===== config.mk =====
export PLATFORM = sky130hd
export DESIGN_NAME = tx_core
export DESIGN_NICKNAME = d
export VERILOG_FILES = /design/src/rtl/tx_core.sv
export SDC_FILE = /design/constraint.sdc
export NUM_CORES = 1
export LEC_CHECK = 0
export ABC_CLOCK_PERIOD_IN_PS = 11900
export BUFFER_PORTS_ARGS = -buffer_cell sky130_fd_sc_hd__buf_4
export CAP_MARGIN = 25
export CORE_MARGIN = 3
export CORE_UTILIZATION = 35
export CTS_CLUSTER_DIAMETER = 100
export DETAILED_ROUTE_END_ITERATION = 8
export PLACE_DENSITY = 0.52
export SYNTH_ARGS = -nofsm -noshare
export SYNTH_HDL_FRONTEND = slang
export SYNTH_SLANG_ARGS = --single-unit

===== constraint.sdc =====
create_clock -name clk -period 11.9 [get_ports clk]
set_clock_uncertainty 0.2 [all_clocks]
set_input_delay 2.38 -clock clk [delete_from_list [all_inputs] [get_ports clk]]
set_output_delay 2.38 -clock clk [all_outputs]
set_load 0.02 [all_outputs]

===== src/rtl/tx_core.sv =====
// tx_core: UART transmit engine. A byte FIFO feeds a one-hot frame FSM that
// shifts start, 8 data bits, optional parity and stop onto Tx_o, one bit per
// BaudSig_i pulse. Build option: define TX_TWO_STOP_EN for two stop bits.
module tx_core #(
  parameter int unsigned FIFO_DEPTH = 16
) (
  input  logic       clk,
  input  logic       rst,
  input  logic [7:0] Data_i,
  input  logic       n_We_i,
  input  logic       n_Clr_i,
  input  logic       p_Enable_i,
  input  logic       p_ParityEnable_i,
  input  logic       ParityMethod_i,
  input  logic       p_BigEnd_i,
  input  logic       BaudSig_i,
  output logic       p_Empty_o,
  output logic       p_Full_o,
  output logic       p_Over_o,
  output logic [7:0] TxFifoLevel_o,
  output logic       p_Busy_o,
  output logic       p_ByteSent_o,
  output logic       Tx_o
);

  localparam int unsigned PTR_W = $clog2(FIFO_DEPTH);

  typedef enum logic [4:0] {
    INTERVAL  = 5'b00001,
    STARTBIT  = 5'b00010,
    DATABITS  = 5'b00100,
    PARITYBIT = 5'b01000,
    STOPBIT   = 5'b10000
  } txState_t;

  txState_t           state;
  logic [7:0]         mem [FIFO_DEPTH];
  logic [PTR_W-1:0]   wrPtr;
  logic [PTR_W-1:0]   rdPtr;
  logic [7:0]         level;
  logic               over;
  logic [7:0]         shiftReg;
  logic [2:0]         bitCnt;
  logic               bigEndLat;
  logic               parityEnLat;
  logic               parityBit;
  logic               txReg;
  logic               busy;
  logic               byteSent;
  logic               isEmpty;
  logic               isFull;
  logic               wrReq;
  logic               doWrite;
  logic               doPop;
  logic               lastStop;
`ifdef TX_TWO_STOP_EN
  logic               stopSecond;
`endif

  // FIFO status and the pop/write handshakes for this cycle
  always_comb begin
    isEmpty  = (level == 8'd0);
    isFull   = (level == 8'(FIFO_DEPTH));
    wrReq    = !n_We_i && n_Clr_i;
    doWrite  = wrReq && !isFull;
`ifdef TX_TWO_STOP_EN
    lastStop = (state == STOPBIT) && stopSecond;
`else
    lastStop = (state == STOPBIT);
`endif
    doPop    = BaudSig_i && p_Enable_i && !isEmpty &&
               ((state == INTERVAL) || lastStop);
  end

  // FIFO storage; contents need no reset
  always_ff @(posedge clk) begin
    if (doWrite) mem[wrPtr] <= Data_i;
  end

  // FIFO pointers, level and sticky overflow
  always_ff @(posedge clk or negedge rst) begin
    if (!rst) begin
      wrPtr <= '0;
      rdPtr <= '0;
      level <= '0;
      over  <= 1'b0;
    end else if (!n_Clr_i) begin
      wrPtr <= '0;
      rdPtr <= '0;
      level <= '0;
      over  <= 1'b0;
    end else begin
      if (doWrite) wrPtr <= wrPtr + PTR_W'(1);
      if (doPop)   rdPtr <= rdPtr + PTR_W'(1);
      if (wrReq && isFull) over <= 1'b1;
      unique case ({doWrite, doPop})
        2'b10:   level <= level + 8'd1;
        2'b01:   level <= level - 8'd1;
        default: level <= level;
      endcase
    end
  end

  // Frame FSM with registered line, busy and byte-sent outputs
  always_ff @(posedge clk or negedge rst) begin
    if (!rst) begin
      state       <= INTERVAL;
      shiftReg    <= '0;
      bitCnt      <= '0;
      bigEndLat   <= 1'b0;
      parityEnLat <= 1'b0;
      parityBit   <= 1'b0;
      txReg       <= 1'b1;
      busy        <= 1'b0;
      byteSent    <= 1'b0;
`ifdef TX_TWO_STOP_EN
      stopSecond  <= 1'b0;
`endif
    end else begin
      byteSent <= 1'b0;
      if (BaudSig_i) begin
        if (lastStop) byteSent <= 1'b1;
        if (doPop) begin
          // load next byte and freeze its framing config
          state       <= STARTBIT;
          shiftReg    <= mem[rdPtr];
          bigEndLat   <= p_BigEnd_i;
          parityEnLat <= p_ParityEnable_i;
          parityBit   <= (^mem[rdPtr]) ^ ParityMethod_i;
          txReg       <= 1'b0;
          busy        <= 1'b1;
`ifdef TX_TWO_STOP_EN
          stopSecond  <= 1'b0;
`endif
        end else begin
          unique case (state)
            INTERVAL: begin
              txReg <= 1'b1;
            end
            STARTBIT: begin
              state    <= DATABITS;
              bitCnt   <= 3'd0;
              txReg    <= bigEndLat ? shiftReg[7] : shiftReg[0];
              shiftReg <= bigEndLat ? {shiftReg[6:0], 1'b0} : {1'b0, shiftReg[7:1]};
            end
            DATABITS: begin
              if (bitCnt == 3'd7) begin
                if (parityEnLat) begin
                  state <= PARITYBIT;
                  txReg <= parityBit;
                end else begin
                  state <= STOPBIT;
                  txReg <= 1'b1;
                end
              end else begin
                bitCnt   <= bitCnt + 3'd1;
                txReg    <= bigEndLat ? shiftReg[7] : shiftReg[0];
                shiftReg <= bigEndLat ? {shiftReg[6:0], 1'b0} : {1'b0, shiftReg[7:1]};
              end
            end
            PARITYBIT: begin
              state <= STOPBIT;
              txReg <= 1'b1;
            end
            STOPBIT: begin
              if (lastStop) begin
                state <= INTERVAL;
                txReg <= 1'b1;
                busy  <= 1'b0;
              end
`ifdef TX_TWO_STOP_EN
              else begin
                stopSecond <= 1'b1;
              end
`endif
            end
            default: begin
              state <= INTERVAL;
              txReg <= 1'b1;
              busy  <= 1'b0;
            end
          endcase
        end
      end
    end
  end

  assign p_Empty_o     = isEmpty;
  assign p_Full_o      = isFull;
  assign p_Over_o      = over;
  assign TxFifoLevel_o = level;
  assign p_Busy_o      = busy;
  assign p_ByteSent_o  = byteSent;
  assign Tx_o          = txReg;

endmodule


==> summary.json, run 1 <==
{
  "synthesis": {
    "yosys.area.top_type_share_pct": 52.58,
    "synth_top_family_by_area": "multiplexers",
    "most_area_consuming_cells_after_synthesis": "edfxtp_1, dfrtp_1, mux4_2",
    "synth_edf_count": 128,
    "post-synth-top-area-cell": "edfxtp_1",
    "syn_inst": 452,
    "yosysUniqueCellTypes": 48,
    "yosysSeqAreaShare_pct": 65.97,
    "synth-main-ff-cell": "edfxtp_1",
    "synth.ff_latch_count": 167,
    "synthMuxAreaShare_pct": 13.75,
    "yosys.area_share.adder_pct": 2.499,
    "synth.cell_area_mm2": 0.007310,
    "synth_nets": 483,
    "post_synth_top_cells": "edfxtp_1, dfrtp_1, nand2_1",
    "syn_avg_cell_area_um2": 16.17,
    "yosysWarningCount": 0,
    "post-synth-top-count-cell": "edfxtp_1",
    "async_flop_share_pct": 23.35,
    "synth_compound_area_share_pct": 4.827,
    "synth_simple_gate_area_share_pct": 7.566,
    "synth-xor-area-share_pct": 2.157
  },
  "timing": {
    "measured_slew_at_the_worst_slew_check_pin_ns": 0.8549,
    "final.min_clock_period_ns": 5.321,
    "count_of_final_setup_violators": 0,
    "report.final.slew_viol_count": 0,
    "rsz0062_at_grt": "no",
    "totalNegativeSetupSlack_ns": 0,
    "max_slew_margin_pct": 42.70,
    "fin_hold_ws_ns": 0.2927,
    "final_min_period_over_clock_period_pct": 44.71,
    "final_setup_slack_of_the_worst_path_ns": 6.579,
    "achievable-frequency_mhz": 187.9,
    "finalHoldViolCount": 0
  },
  "clocking": {
    "cts_tree": "built",
    "clock_sinks": 167,
    "cts_inserted_buffers": 17,
    "max-clock-path-buffers": 2,
    "cts-root-buf": "clkbuf_16",
    "ctsResizeCount": 0,
    "ctsHoldBuffers": 0,
    "post-cts-setup-buffer-count": 0,
    "post_cts_clock_slew_at_the_launch_and_capture_registers_of_the_worst_setup_and_hold_paths_ns": 0.06,
    "insertion_delay_of_the_later_clocked_pin_in_the_worst_skew_pair_ns": 0.42,
    "htreeDepth": 4
  },
  "routing": {
    "wl_met3_um": 665,
    "routed.top_layer": "met4",
    "drt-total-wl_um": 14710,
    "wl_met1_um": 6900,
    "post_drt_wl_per_cell_um": 19.05,
    "via_count": 3960,
    "met2_wirelength_um": 7012,
    "drt_pre_antenna_iters": 4,
    "drt_drc_violations_left": 0,
    "ant_nets": 0,
    "route.detailed.vias_per_inst": 5.130,
    "drtIter0Drc": 176
  },
  "worst_setup_path": {
    "cp_max_fo": 25,
    "reg2reg_depth": 14,
    "timing.setup.critical_path_class": "in2reg",
    "worst_setup_path_start_kind": "primary input",
    "crit_end": "TxFifoLevel_o[7]$_DFFE_PN0P_",
    "end_kind": "flop",
    "worst-endpoint-required_ns": 12.00,
    "worst_ep_arrival_time_ns": 5.42,
    "regToRegEndpoint": "TxFifoLevel_o[7]$_DFFE_PN0P_",
    "setup.reg_to_reg.worst_slack_ns": 7.88,
    "regToRegStartpoint": "state[1]$_DFFE_PN0P_",
    "critPathLaunch": "BaudSig_i"
  },
  "final_layout": {
    "fin_nets": 520,
    "drive_gt1_share_pct": 23.90,
    "synthToLayoutAreaGrowth_pct": 15.30,
    "utilization_pct": 41.39,
    "n_antenna_cell": 0
  },
  "pwr": {
    "power.density_mw_per_mm2": 203.0,
    "power_leakage_nw": 3.019,
    "vdd.ir_drop.worst_uv": 89.59,
    "total_power_mw": 1.711
  },
  "global_routing": {
    "grt_start_max_net_pins": 40,
    "grt-ovfl-total": 0,
    "grt_use_total_pct": 13.72,
    "first_pass_grt_wire_length_um": 23200,
    "first_global_vias": 4154,
    "grt_antenna_before_repair": 0
  },
  "die": {
    "die-height_um": 150.5,
    "design.die.area_mm2": 0.02265,
    "floorplan.initialDensity_pct": 35.89,
    "floorplan.die.width_um": 150.5,
    "core_region_area_mm2": 0.02036,
    "fp-row-count": 52,
    "io_pins": 31
  },
  "placement": {
    "detailedPlacementHpwl_um": 9794,
    "io_buffers": 30,
    "weighted_congestion_reported_at_the_end_of_routability_driven_placement": 0.7552,
    "dp_worst_setup_slack_ns": 6.143
  },
  "status": {
    "run_status": "finished, final reports clean"
  },
  "worst_hold_path": {
    "worst_hold_path_type": "reg2reg"
  },
  "run": {
    "timing.max_cap.violations": 0
  }
}
## how the worst min path moves through the flow
stage,start,slack (ns),depth (start not counted),endpoint
after floorplan,bitCnt[1]$_DFFE_PN0P_,0.25,2,bitCnt[1]$_DFFE_PN0P_
after global placement,bitCnt[1]$_DFFE_PN0P_,0.27,2,bitCnt[1]$_DFFE_PN0P_
after detailed placement,bitCnt[2]$_DFFE_PN0P_,0.28,2,bitCnt[2]$_DFFE_PN0P_
after CTS,bitCnt[2]$_DFFE_PN0P_,0.30,2,bitCnt[2]$_DFFE_PN0P_
after global routing,p_Over_o$_DFFE_PN0P_,0.34,2,p_Over_o$_DFFE_PN0P_
final,bitCnt[2]$_DFFE_PN0P_,0.29,2,bitCnt[2]$_DFFE_PN0P_
## cell families after synthesis
logic type | count (synthesis)
AO/OA/AOI/OAI | 51
XOR/XNOR | 18
adder cells (fa/ha/maj) | 14
buffers and inverters | 36
flip-flops | 167
multiplexers | 51
AND/OR/NAND/NOR | 115
## cell type report
type | instances | area, um2
fillers | 1882 | 11940
flip-flops and latches | 167 | 4823
multi-input cells | 249 | 2302
clock buffers | 18 | 429.2
well taps | 270 | 337.8
repair buffers | 40 | 295.3
clock inverters | 14 | 187.7
inverters | 14 | 52.55
## placed cells by master (no fill, tap or decap), drive strengths merged, types with 5 or more instances in the layout
cell type	Yosys	final
a221o	6	6
ha	13	13
a21oi	9	9
and2	5	5
buf	5	39
mux2	5	5
nor3	8	8
mux4	36	36
nand3	6	6
nor2	31	31
xor2	8	8
inv	14	21
xnor2	10	10
dfrtp	37	37
mux2i	10	10
clkbuf	17	19
nand2	35	35
edfxtp	128	128
o21ai	14	14
a22oi	6	6
nor4	9	9
## power by group
part	switching (mW)	total, mW	internal [mW]
Combinational	0.216	0.412	0.196
Sequential	0.0495	0.725	0.676
Clock	0.237	0.574	0.337
Total	0.502	1.71	1.21
## critical path: stages
cell	delay, ns
buf_4	0.10
nand2_1	0.07
nor4_2	0.21
buf_4	0.33
inv_1	0.14
nor2_1	0.43
ha_1	0.33
a21o_1	0.17
a21oi_1	0.25
o21bai_1	0.09
a21oi_1	0.24
o21bai_1	0.09
a21oi_1	0.26
mux2i_1	0.23
nand3_1	0.09
## sequential cells by signal, indices dropped and copies added (netlist names), 3 cells and up
| name | count |
|---|---|
| bitCnt | 3 |
| TxFifoLevel_o | 8 |
| state | 5 |
| shiftReg | 8 |
| rdPtr | 4 |
| mem | 128 |
| wrPtr | 4 |
## per-layer routing
metal	vias to the layer above	global-route usage, %
met5	-	0
li1	1830	-
met1	2044	18.93
met4	0	3.477
met3	9	3.492
met2	77	21.84
## stage by stage
stage	cell area [um2]	cells
after floorplan	7310	452
after global placement	7801	738
after detailed placement	7806	739
after CTS	8423	771
after global routing	8428	772
final	8428	772
No activity file was read; power rests on OpenSTA's default activity.
==> run 2: changes to the inputs <==
==> config.mk (replaced) <==
export PLATFORM = sky130hd
export DESIGN_NAME = tx_core
export DESIGN_NICKNAME = d
export VERILOG_FILES = /design/src/rtl/tx_core.sv
export SDC_FILE = /design/constraint.sdc
export NUM_CORES = 1
export LEC_CHECK = 0
export ABC_AREA = 1
export ABC_CLOCK_PERIOD_IN_PS = 4500
export BUFFER_PORTS_ARGS = -buffer_cell sky130_fd_sc_hd__buf_4
export CAP_MARGIN = 25
export CORE_MARGIN = 3
export CORE_UTILIZATION = 35
export CTS_CLUSTER_DIAMETER = 100
export DETAILED_ROUTE_END_ITERATION = 8
export PLACE_DENSITY = 0.54
export SYNTH_ARGS = -nofsm -noshare
export SYNTH_HDL_FRONTEND = slang
export SYNTH_SLANG_ARGS = --single-unit
==> constraint.sdc (replaced) <==
create_clock -name clk -period 4.5 [get_ports clk]
set_clock_uncertainty 0.2 [all_clocks]
set_input_delay 0.9 -clock clk [delete_from_list [all_inputs] [get_ports clk]]
set_output_delay 0.9 -clock clk [all_outputs]
set_load 0.02 [all_outputs]
==> run 2 against run 1 <==
Compared with the run above:
- non-clock buffer count decreased by 8
- wire length is 20% higher
- sequential share of layout area decreased by 2.5 points
- sequential cell count stayed put
- sequential power rose to 2.7 times the previous value
- worst setup slack lost 5.5 ns
- die area rose by 6.9%
- critical path depth rose by 3
- synthesized cell count grew 73%
- clock power grew to 2.6 times the previous value
- critical endpoint unchanged
==> summary.json, run 2 <==
{
  "status": {
    "run_status": {"value": "finished, final reports clean", "change": "unchanged"}
  },
  "synthesis": {
    "async_flop_share": {"value": 23.35, "unit": "%", "change": "unchanged"},
    "yosysWarningCount": {"value": 0, "change": "unchanged"},
    "post-synth-top-area-cell": {"value": "edfxtp_1", "change": "unchanged"},
    "post-synth-top-count-cell": {"value": "nand2_1", "change": "was edfxtp_1"},
    "yosysSeqAreaShare": {"value": 61.57, "unit": "%", "change": "was 65.97%"},
    "yosysUniqueCellTypes": {"value": 42, "change": "was 48"},
    "synth_edf_count": {"value": 128, "change": "unchanged"},
    "synth_nets": {"value": 813, "change": "was 483"},
    "syn_inst": {"value": 782, "change": "was 452"},
    "yosys.area.top_type_share": {"value": 49.07, "unit": "%", "change": "was 52.58%"},
    "synth.cell_area": {"value": 0.007833, "unit": "mm2", "change": "was 0.007310 mm2"},
    "synth.ff_latch_count": {"value": 167, "change": "unchanged"},
    "most_area_consuming_cells_after_synthesis": {"value": "edfxtp_1, dfrtp_1, nand2_1", "change": "was edfxtp_1, dfrtp_1, mux4_2"},
    "syn_avg_cell_area": {"value": 10.02, "unit": "um2", "change": "was 16.17 um2"},
    "synth-main-ff-cell": {"value": "edfxtp_1", "change": "unchanged"},
    "post_synth_top_cells": {"value": "nand2_1, edfxtp_1, nand3_1", "change": "was edfxtp_1, dfrtp_1, nand2_1"}
  },
  "worst_setup_path": {
    "worst_setup_path_start_kind": {"value": "flop", "change": "was primary input"},
    "setup.reg_to_reg.worst_slack": {"value": 1.09, "unit": "ns", "change": "was 7.88 ns"},
    "worst_ep_arrival_time": {"value": 3.51, "unit": "ns", "change": "was 5.42 ns"},
    "regToRegStartpoint": {"value": "state[0]$_DFFE_PN1P_", "change": "was state[1]$_DFFE_PN0P_"},
    "worst-endpoint-required": {"value": 4.61, "unit": "ns", "change": "was 12.00 ns"},
    "regToRegEndpoint": {"value": "TxFifoLevel_o[7]$_DFFE_PN0P_", "change": "unchanged"},
    "reg2reg_depth": {"value": 18, "change": "was 14"},
    "cp_max_fo": {"value": 21, "change": "was 25"},
    "timing.setup.critical_path_class": {"value": "reg2reg", "change": "was in2reg"},
    "end_kind": {"value": "flop", "change": "unchanged"}
  },
  "clocking": {
    "insertion_delay_of_the_later_clocked_pin_in_the_worst_skew_pair": {"value": 0.42, "unit": "ns", "change": "about the same"},
    "clock_sinks": {"value": 167, "change": "unchanged"},
    "cts_tree": {"value": "built", "change": "unchanged"},
    "post_cts_clock_slew_at_the_launch_and_capture_registers_of_the_worst_setup_and_hold_paths": {"value": 0.07, "unit": "ns", "change": "was 0.06 ns"},
    "htreeDepth": {"value": 4, "change": "unchanged"},
    "cts-root-buf": {"value": "clkbuf_16", "change": "unchanged"},
    "max-clock-path-buffers": {"value": 2, "change": "unchanged"},
    "ctsHoldBuffers": {"value": 0, "change": "unchanged"},
    "cts_inserted_buffers": {"value": 17, "change": "unchanged"},
    "post-cts-setup-buffer-count": {"value": 0, "change": "unchanged"},
    "ctsResizeCount": {"value": 0, "change": "unchanged"}
  },
  "die": {
    "die-height": {"value": 155.6, "unit": "um", "change": "was 150.5 um"},
    "io_pins": {"value": 31, "change": "unchanged"},
    "fp-row-count": {"value": 54, "change": "was 52"},
    "core_region_area": {"value": 0.02189, "unit": "mm2", "change": "was 0.02036 mm2"},
    "floorplan.die.width": {"value": 155.6, "unit": "um", "change": "was 150.5 um"},
    "design.die.area": {"value": 0.02421, "unit": "mm2", "change": "was 0.02265 mm2"},
    "floorplan.initialDensity": {"value": 35.78, "unit": "%", "change": "was 35.89%"}
  },
  "timing": {
    "report.final.slew_viol_count": {"value": 0, "change": "unchanged"},
    "achievable-frequency_mhz": 293.6,
    "rsz0062_at_grt": {"value": "no", "change": "unchanged"},
    "final.min_clock_period_ns": 3.406,
    "max_slew_margin": {"value": 40.31, "unit": "%", "change": "was 42.70%"},
    "measured_slew_at_the_worst_slew_check_pin": {"value": 0.8920, "unit": "ns", "change": "was 0.8549 ns"},
    "final_setup_slack_of_the_worst_path": {"value": 1.094, "unit": "ns", "change": "was 6.579 ns"},
    "finalHoldViolCount": {"value": 0, "change": "unchanged"},
    "count_of_final_setup_violators": {"value": 0, "change": "unchanged"},
    "final_min_period_over_clock_period_pct": 75.68,
    "totalNegativeSetupSlack": {"value": 0, "unit": "ns", "change": "unchanged"}
  },
  "final_layout": {
    "fin_nets": {"value": 836, "change": "was 520"},
    "layout.cells.most_common": {"value": "nand2_1", "change": "was edfxtp_1"},
    "drive_gt1_share": {"value": 13.57, "unit": "%", "change": "was 23.90%"},
    "synthToLayoutAreaGrowth": {"value": 12.62, "unit": "%", "change": "was 15.30%"},
    "largest_register_ff_count": {"value": 128, "change": "unchanged"},
    "final_cell_mix": {"value": "nand2_1, edfxtp_1, nand3_1, inv_1, nor2_1", "change": "was edfxtp_1, buf_4, dfrtp_1, nand2_1, nor2_1"},
    "max_flop_register": {"value": "mem", "change": "unchanged"},
    "n_antenna_cell": {"value": 0, "change": "unchanged"}
  },
  "worst_hold_path": {
    "worst_hold_path_type": {"value": "in2async", "change": "was reg2reg"}
  },
  "pwr": {
    "cell_internal_pwr": {"value": 3.129, "unit": "mW", "change": "was 1.209 mW"},
    "p_sw_share": {"value": 35.50, "unit": "%", "change": "was 29.35%"},
    "power.density": {"value": 550.0, "unit": "mW/mm2", "change": "was 203.0 mW/mm2"},
    "power.net_switching": {"value": 1.722, "unit": "mW", "change": "was 502.2 uW"},
    "total_power": {"value": 4.852, "unit": "mW", "change": "was 1.711 mW"},
    "vdd.ir_drop.worst": {"value": 271.0, "unit": "uV", "change": "was 89.59 uV"},
    "power.combinational.fraction": {"value": 29.8, "unit": "%", "change": "was 24.1%"},
    "clock_power_share": {"value": 30.3, "unit": "%", "change": "was 33.5%"},
    "pwr-share-seq": {"value": 39.9, "unit": "%", "change": "was 42.4%"},
    "power_leakage": {"value": 3.649, "unit": "nW", "change": "was 3.019 nW"}
  },
  "global_routing": {
    "grt_use_total": {"value": 15.12, "unit": "%", "change": "was 13.72%"},
    "first_global_vias": {"value": 5060, "change": "was 4,154"},
    "grt-ovfl-total": {"value": 0, "change": "unchanged"},
    "grt_antenna_before_repair": {"value": 0, "change": "unchanged"},
    "grt_start_max_net_pins": {"value": 78, "change": "was 40"},
    "first_pass_grt_wire_length": {"value": 28320, "unit": "um", "change": "was 23,200 um"}
  },
  "routing": {
    "drt_drc_violations_left": {"value": 0, "change": "unchanged"},
    "ant_nets": {"value": 0, "change": "unchanged"},
    "drtIter0Drc": {"value": 372, "change": "was 176"},
    "drt-total-wl": {"value": 17590, "unit": "um", "change": "was 14,710 um"},
    "post_drt_wl_per_cell": {"value": 16.02, "unit": "um", "change": "was 19.05 um"},
    "route.detailed.vias_per_inst": {"value": 4.722, "change": "was 5.130"},
    "via_count": {"value": 5185, "change": "was 3,960"},
    "drt_pre_antenna_iters": {"value": 5, "change": "was 4"}
  },
  "run": {
    "timing.max_cap.violations": {"value": 0, "change": "unchanged"}
  },
  "placement": {
    "detailedPlacementHpwl": {"value": 11010, "unit": "um", "change": "was 9794 um"},
    "io_buffers": {"value": 30, "change": "unchanged"},
    "dp_worst_setup_slack": {"value": 0.8520, "unit": "ns", "change": "was 6.143 ns"},
    "weighted_congestion_reported_at_the_end_of_routability_driven_placement": {"value": 0.8155, "change": "was 0.7552"}
  }
}
## run 2: cell count changes after synthesis, sizes merged, moves of 7 or more
cell	change
buf	+21
nand3	+73
xor2	-7
nor2	+50
o21ai	+27
xnor2	-7
inv	+83
o221ai	+9
mux4	-36
clkbuf	-15
o211ai	+7
nand2	+179
## run 2: cells by family (layout without fill, tap and decap cells)
kind of cell    count (synthesis)  after routing  synth area share (%)
mux                             5              5                0.6390
buf+inv                       127            163                 7.268
flops                         167            167                 61.57
simple gates                  388            388                 21.18
xor+xnor                        4              4                0.4474
fa+ha+maj                      14             14                 2.332
compound gates                 77             77                 6.565
## run 2: how the worst max path moves through the flow
stage / start / to / slack [ns] / depth (start not counted)
floorplan: TxFifoLevel_o[0]$_DFFE_PN0P_ / TxFifoLevel_o[7]$_DFFE_PN0P_ / 1.38 / 18
global placement: BaudSig_i / TxFifoLevel_o[7]$_DFFE_PN0P_ / 0.93 / 17
detailed placement: BaudSig_i / TxFifoLevel_o[7]$_DFFE_PN0P_ / 0.85 / 17
CTS: TxFifoLevel_o[7]$_DFFE_PN0P_ / TxFifoLevel_o[7]$_DFFE_PN0P_ / 1.10 / 18
global route: TxFifoLevel_o[7]$_DFFE_PN0P_ / TxFifoLevel_o[7]$_DFFE_PN0P_ / 0.72 / 18
finish: state[0]$_DFFE_PN1P_ / TxFifoLevel_o[7]$_DFFE_PN0P_ / 1.09 / 18
## run 2: cell type report
class	count	area (um2)
clock inverters	14	162.7
inverters	99	374.1
multi-input cells	488	2441
clock buffers	18	429.2
fillers	2162	13070
well taps	280	350.3
flip-flops and latches	167	4823
repair buffers	32	240.2
## run 2: per-stage QoR
stage                     hold WS (ns)  cell area, um2  instances  utilization (%)
after floorplan                 0.2491            7833        782                -
after global placement          0.2630            8229       1066            37.59
after global routing            0.2744            8821       1098            40.29
after detailed placement        0.2665            8229       1066            37.59
after CTS                       0.2534            8821       1098            40.29
final                           0.2489            8821       1098            40.29
## run 2: critical path, cell delays in order (launching register included)
cell	delay, ns
dfstp_2	0.54
inv_1	0.05
nor4_2	0.28
inv_1	0.07
nand2_1	0.07
nand2_2	0.30
nor2_4	0.35
ha_1	0.34
a21oi_1	0.16
nand2_1	0.10
nand2_1	0.07
nand2_1	0.06
a21oi_1	0.14
or2_2	0.14
nand2_1	0.05
a21oi_1	0.17
nand3_1	0.09
nand2_1	0.07
o21ai_1	0.05
## run 2: layer usage
| layer | wire length [um] | part of all wire, % | vias up | global-route usage, % |
|---|---|---|---|---|
| li1 | - | - | 2658 | - |
| met1 | 8543 | 49 | 2467 | 20.96 |
| met2 | 8430 | 48 | 49 | 24.66 |
| met3 | 415 | 2.4 | 11 | 2.718 |
| met4 | 197 | 1.1 | 0 | 4.085 |
| met5 | 0 | 0 | - | 0 |
## run 2: power groups by stage
stage                     Combinational [mW]  Clock (mW)  Sequential (mW)
after floorplan                         1.06           0             1.98
after global placement                  1.46           0             1.96
after detailed placement                1.46           0             1.97
after CTS                               1.47        1.50             1.94
after global routing                    1.65        1.55             1.96
final                                   1.45        1.47             1.93
==> run 3: changes to the inputs <==
--- a/config.mk
+++ b/config.mk
@@ -6,7 +6,7 @@
 export NUM_CORES = 1
 export LEC_CHECK = 0
 export ABC_AREA = 1
-export ABC_CLOCK_PERIOD_IN_PS = 4500
+export ABC_CLOCK_PERIOD_IN_PS = 2900
 export BUFFER_PORTS_ARGS = -buffer_cell sky130_fd_sc_hd__buf_4
 export CAP_MARGIN = 25
 export CORE_MARGIN = 3
==> constraint.sdc (replaced) <==
create_clock -name clk -period 2.9 [get_ports clk]
set_clock_uncertainty 0.2 [all_clocks]
set_input_delay 0.58 -clock clk [delete_from_list [all_inputs] [get_ports clk]]
set_output_delay 0.58 -clock clk [all_outputs]
set_load 0.02 [all_outputs]
==> run 3 against run 2 <==
Compared with the run above:
- sequential cell count did not move
- largest cell class unchanged
- register-to-register slack got worse by 1.0 ns
- wire length rose by 4.1%
- final cell count rose by 4.2%
- global-route usage rose by 0.27 points
- highest routed layer unchanged
- sequential share of layout area fell by 3.1 points
- via count rose by 4.3%
- largest power group unchanged
- hold slack got worse by 0.11 ns
- worst setup slack got worse by 1.0 ns
- power rose by 65%
==> summary.json, run 3 (synthesis results as in run 2) <==
{
  "status": {
    "run_status": {"value": "finished, final reports clean", "change": "unchanged"}
  },
  "placement": {
    "io_buffers": {"value": 30, "change": "unchanged"},
    "detailedPlacementHpwl": {"value": 11680, "unit": "um", "change": "was 11,010 um"},
    "post_dp_cell_area": {"value": 0.008521, "unit": "mm2", "change": "was 0.008229 mm2"},
    "placed_cells": {"value": 1100, "change": "was 1,066"},
    "weighted_congestion_reported_at_the_end_of_routability_driven_placement": {"value": 0.7950, "change": "was 0.8155"}
  },
  "final_layout": {
    "fin_nets": {"value": 882, "change": "was 836"},
    "synthToLayoutAreaGrowth": {"value": 19.33, "unit": "%", "change": "was 12.62%"},
    "drive_gt1_share": {"value": 20.25, "unit": "%", "change": "was 13.57%"},
    "fin_cells": {"value": 1144, "change": "was 1,098"},
    "n_antenna_cell": {"value": 0, "change": "unchanged"},
    "largest_register_ff_count": {"value": 128, "change": "unchanged"},
    "post-route-cell-area": {"value": 0.009346, "unit": "mm2", "change": "was 0.008821 mm2"},
    "final_cell_mix": {"value": "nand2_1, edfxtp_1, nand3_1, inv_1, nor2_1", "change": "unchanged"},
    "max_flop_register": {"value": "mem", "change": "unchanged"},
    "layout.cells.most_common": {"value": "nand2_1", "change": "unchanged"}
  },
  "pwr": {
    "p_sw_share": {"value": 36.00, "unit": "%", "change": "was 35.50%"},
    "vdd.ir_drop.worst": {"value": 416.5, "unit": "uV", "change": "was 271.0 uV"},
    "power.combinational.fraction": {"value": 32.7, "unit": "%", "change": "was 29.8%"},
    "total_power": {"value": 8.028, "unit": "mW", "change": "was 4.852 mW"},
    "pwr-share-seq": {"value": 37.4, "unit": "%", "change": "was 39.9%"},
    "clock_power_share": {"value": 29.8, "unit": "%", "change": "was 30.3%"},
    "power_leakage": {"value": 3.934, "unit": "nW", "change": "was 3.649 nW"},
    "power.density": {"value": 859.0, "unit": "mW/mm2", "change": "was 550.0 mW/mm2"},
    "power.net_switching": {"value": 2.890, "unit": "mW", "change": "was 1.722 mW"},
    "cell_internal_pwr": {"value": 5.138, "unit": "mW", "change": "was 3.129 mW"}
  },
  "routing": {
    "drt_pre_antenna_iters": {"value": 6, "change": "was 5"},
    "via_count": {"value": 5406, "change": "was 5,185"},
    "drt-total-wl": {"value": 18300, "unit": "um", "change": "was 17,590 um"},
    "drt_drc_violations_left": {"value": 0, "change": "unchanged"},
    "drtIter0Drc": {"value": 430, "change": "was 372"},
    "route.detailed.vias_per_inst": {"value": 4.726, "change": "was 4.722"},
    "ant_nets": {"value": 0, "change": "unchanged"},
    "post_drt_wl_per_cell": {"value": 16.00, "unit": "um", "change": "was 16.02 um"}
  },
  "worst_setup_path": {
    "critPathMaxStageDelay": {"value": 0.41, "unit": "ns", "change": "was 0.54 ns"},
    "worst_ep_arrival_time": {"value": 2.96, "unit": "ns", "change": "was 3.51 ns"},
    "cpLargestDelayFamily": {"value": "simple AND/OR/NAND/NOR gates", "change": "unchanged"},
    "setup.reg_to_reg.worst_slack": {"value": 0.06, "unit": "ns", "change": "was 1.09 ns"},
    "cp_slowest_cell": {"value": "dfrtp_1", "change": "was dfstp_2"},
    "worst-endpoint-required": {"value": 3.02, "unit": "ns", "change": "was 4.61 ns"},
    "critPathMostFrequentCell": {"value": "nand2_1", "change": "unchanged"},
    "critical_path.n_buffers_inverters": {"value": 3, "change": "was 2"},
    "worst_setup_path_start_kind": {"value": "flop", "change": "unchanged"},
    "timing.setup.critical_path_class": {"value": "reg2reg", "change": "unchanged"},
    "cp_max_fo": {"value": 3, "change": "was 21"},
    "timing.critical_path.cells": {"value": "nor2_2, inv_2, nor4_4, inv_1, nand2_1, nand2_2, nor2_4, buf_6, ha_1, nand3_2, nand2_2, nand2_1, nand2_1, a21oi_2, or2_4, nand2_2, a21oi_2, nand3_1, nand2_1, o21ai_1", "change": "was inv_1, nor4_2, inv_1, nand2_1, nand2_2, nor2_4, ha_1, a21oi_1, nand2_1, nand2_1, nand2_1, a21oi_1, or2_2, nand2_1, a21oi_1, nand3_1, nand2_1, o21ai_1"},
    "end_kind": {"value": "flop", "change": "unchanged"}
  },
  "clocking": {
    "clock_sinks": {"value": 167, "change": "unchanged"},
    "cts_inserted_buffers": {"value": 17, "change": "unchanged"},
    "cts_tree": {"value": "built", "change": "unchanged"},
    "max-clock-path-buffers": {"value": 2, "change": "unchanged"},
    "cts-root-buf": {"value": "clkbuf_16", "change": "unchanged"},
    "htreeDepth": {"value": 4, "change": "unchanged"},
    "insertion_delay_of_the_later_clocked_pin_in_the_worst_skew_pair": {"value": 0.43, "unit": "ns", "change": "was 0.42 ns"},
    "post_cts_clock_slew_at_the_launch_and_capture_registers_of_the_worst_setup_and_hold_paths": {"value": 0.07, "unit": "ns", "change": "about the same"}
  },
  "die": {
    "design.die.area": {"value": 0.02421, "unit": "mm2", "change": "unchanged"},
    "floorplan.die.width": {"value": 155.6, "unit": "um", "change": "unchanged"},
    "die-height": {"value": 155.6, "unit": "um", "change": "unchanged"},
    "floorplan.initialDensity": {"value": 35.78, "unit": "%", "change": "unchanged"},
    "fp-row-count": {"value": 54, "change": "unchanged"},
    "io_pins": {"value": 31, "change": "unchanged"},
    "core_region_area": {"value": 0.02189, "unit": "mm2", "change": "unchanged"}
  },
  "global_routing": {
    "grt-ovfl-total": {"value": 0, "change": "unchanged"},
    "grt_antenna_before_repair": {"value": 0, "change": "unchanged"},
    "grt_start_max_net_pins": {"value": 65, "change": "was 78"},
    "grt_use_total": {"value": 15.39, "unit": "%", "change": "was 15.12%"},
    "first_global_vias": {"value": 5300, "change": "was 5,060"},
    "first_pass_grt_wire_length": {"value": 28700, "unit": "um", "change": "was 28,320 um"}
  },
  "timing": {
    "measured_slew_at_the_worst_slew_check_pin": {"value": 0.5306, "unit": "ns", "change": "was 0.8920 ns"},
    "final_min_period_over_clock_period": {"value": 97.91, "unit": "%", "change": "was 75.68%"},
    "finalHoldViolCount": {"value": 0, "change": "unchanged"},
    "report.final.slew_viol_count": {"value": 0, "change": "unchanged"},
    "count_of_final_setup_violators": {"value": 0, "change": "unchanged"},
    "rsz0062_at_grt": {"value": "yes", "change": "was no"},
    "max_slew_margin": {"value": 64.63, "unit": "%", "change": "was 40.31%"},
    "final.min_clock_period": {"value": 2.839, "unit": "ns", "change": "was 3.406 ns"},
    "achievable-frequency": {"value": 352.2, "unit": "MHz", "change": "was 293.6 MHz"}
  },
  "run": {
    "timing.max_cap.violations": {"value": 0, "change": "unchanged"}
  },
  "worst_hold_path": {
    "worst_hold_path_type": {"value": "in2reg", "change": "was in2async"}
  }
}
==> run 3: worst paths after layout <==
check,start,end,cells past startpoint
max,state[2]$_DFFE_PN0P_,TxFifoLevel_o[7]$_DFFE_PN0P_,20
min,p_ParityEnable_i,parityEnLat$_DFFE_PN0P_,3
max reg2reg,state[2]$_DFFE_PN0P_,TxFifoLevel_o[7]$_DFFE_PN0P_,20
min reg2reg,Tx_o$_DFFE_PN1P_,Tx_o$_DFFE_PN1P_,2
max in group asynchronous,rst,rdPtr[0]$_DFFE_PN0P_,2
min in group asynchronous,rst,parityEnLat$_DFFE_PN0P_,2
==> run 3: routing by layer <==
layer  routed length [um]  share of wire (%)  track usage (%)
met2                 8983                 49            25.42
met1                 8497                 46            20.58
met3                  435                2.4            2.219
met4                  388                2.1            6.086
met5                    0                  0                0
==> run 3: per-stage QoR <==
step | utilization [%] | setup TNS (ns) | setup slack, ns | hold WS [ns]
floorplan | - | 0 | 0.04982 | 0.08441
global placement | 38.92 | 0 | 0.06136 | 0.2701
detailed placement | 38.92 | -0.004545 | -0.003010 | 0.2697
CTS | 41.88 | -0.03584 | -0.02100 | 0.1249
global route | 42.70 | -0.2764 | -0.1419 | 0.1299
finish | 42.70 | 0 | 0.06067 | 0.1426
==> run 3: power by group through the flow <==
| stage | Clock, mW | Sequential (mW) | Combinational [mW] |
|---|---|---|---|
| global route | 2.53 | 3.03 | 2.96 |
| detailed placement | 0 | 3.04 | 2.44 |
| CTS | 2.44 | 2.99 | 2.45 |
| finish | 2.39 | 3.01 | 2.63 |
| floorplan | 0 | 3.07 | 1.67 |
| global placement | 0 | 3.04 | 2.43 |
==> run 3: worst min-delay path, stage by stage <==
cell     delay, ns
buf_4         0.08
nand2_1       0.04
nand2_1       0.04
==> run 3: cell type report <==
cell class / instances / area, um2
multi-input combinational: 488 / 2541
inverter: 99 / 374.1
timing repair buffer: 78 / 620.6
sequential: 167 / 4823
fill: 2101 / 12540
tap: 280 / 350.3
clock buffer: 17 / 425.4
clock inverter: 15 / 211.5
==> run 3: what timing repair did <==
item | CTS | global route
setup buffers | 0 | 11
setup endpoints to repair | 2 | 3
gates resized for setup | 0 | 23
hold buffers | 1 | 0
pin swaps | 0 | 18
endpoints found under the hold margin | 37 | 0
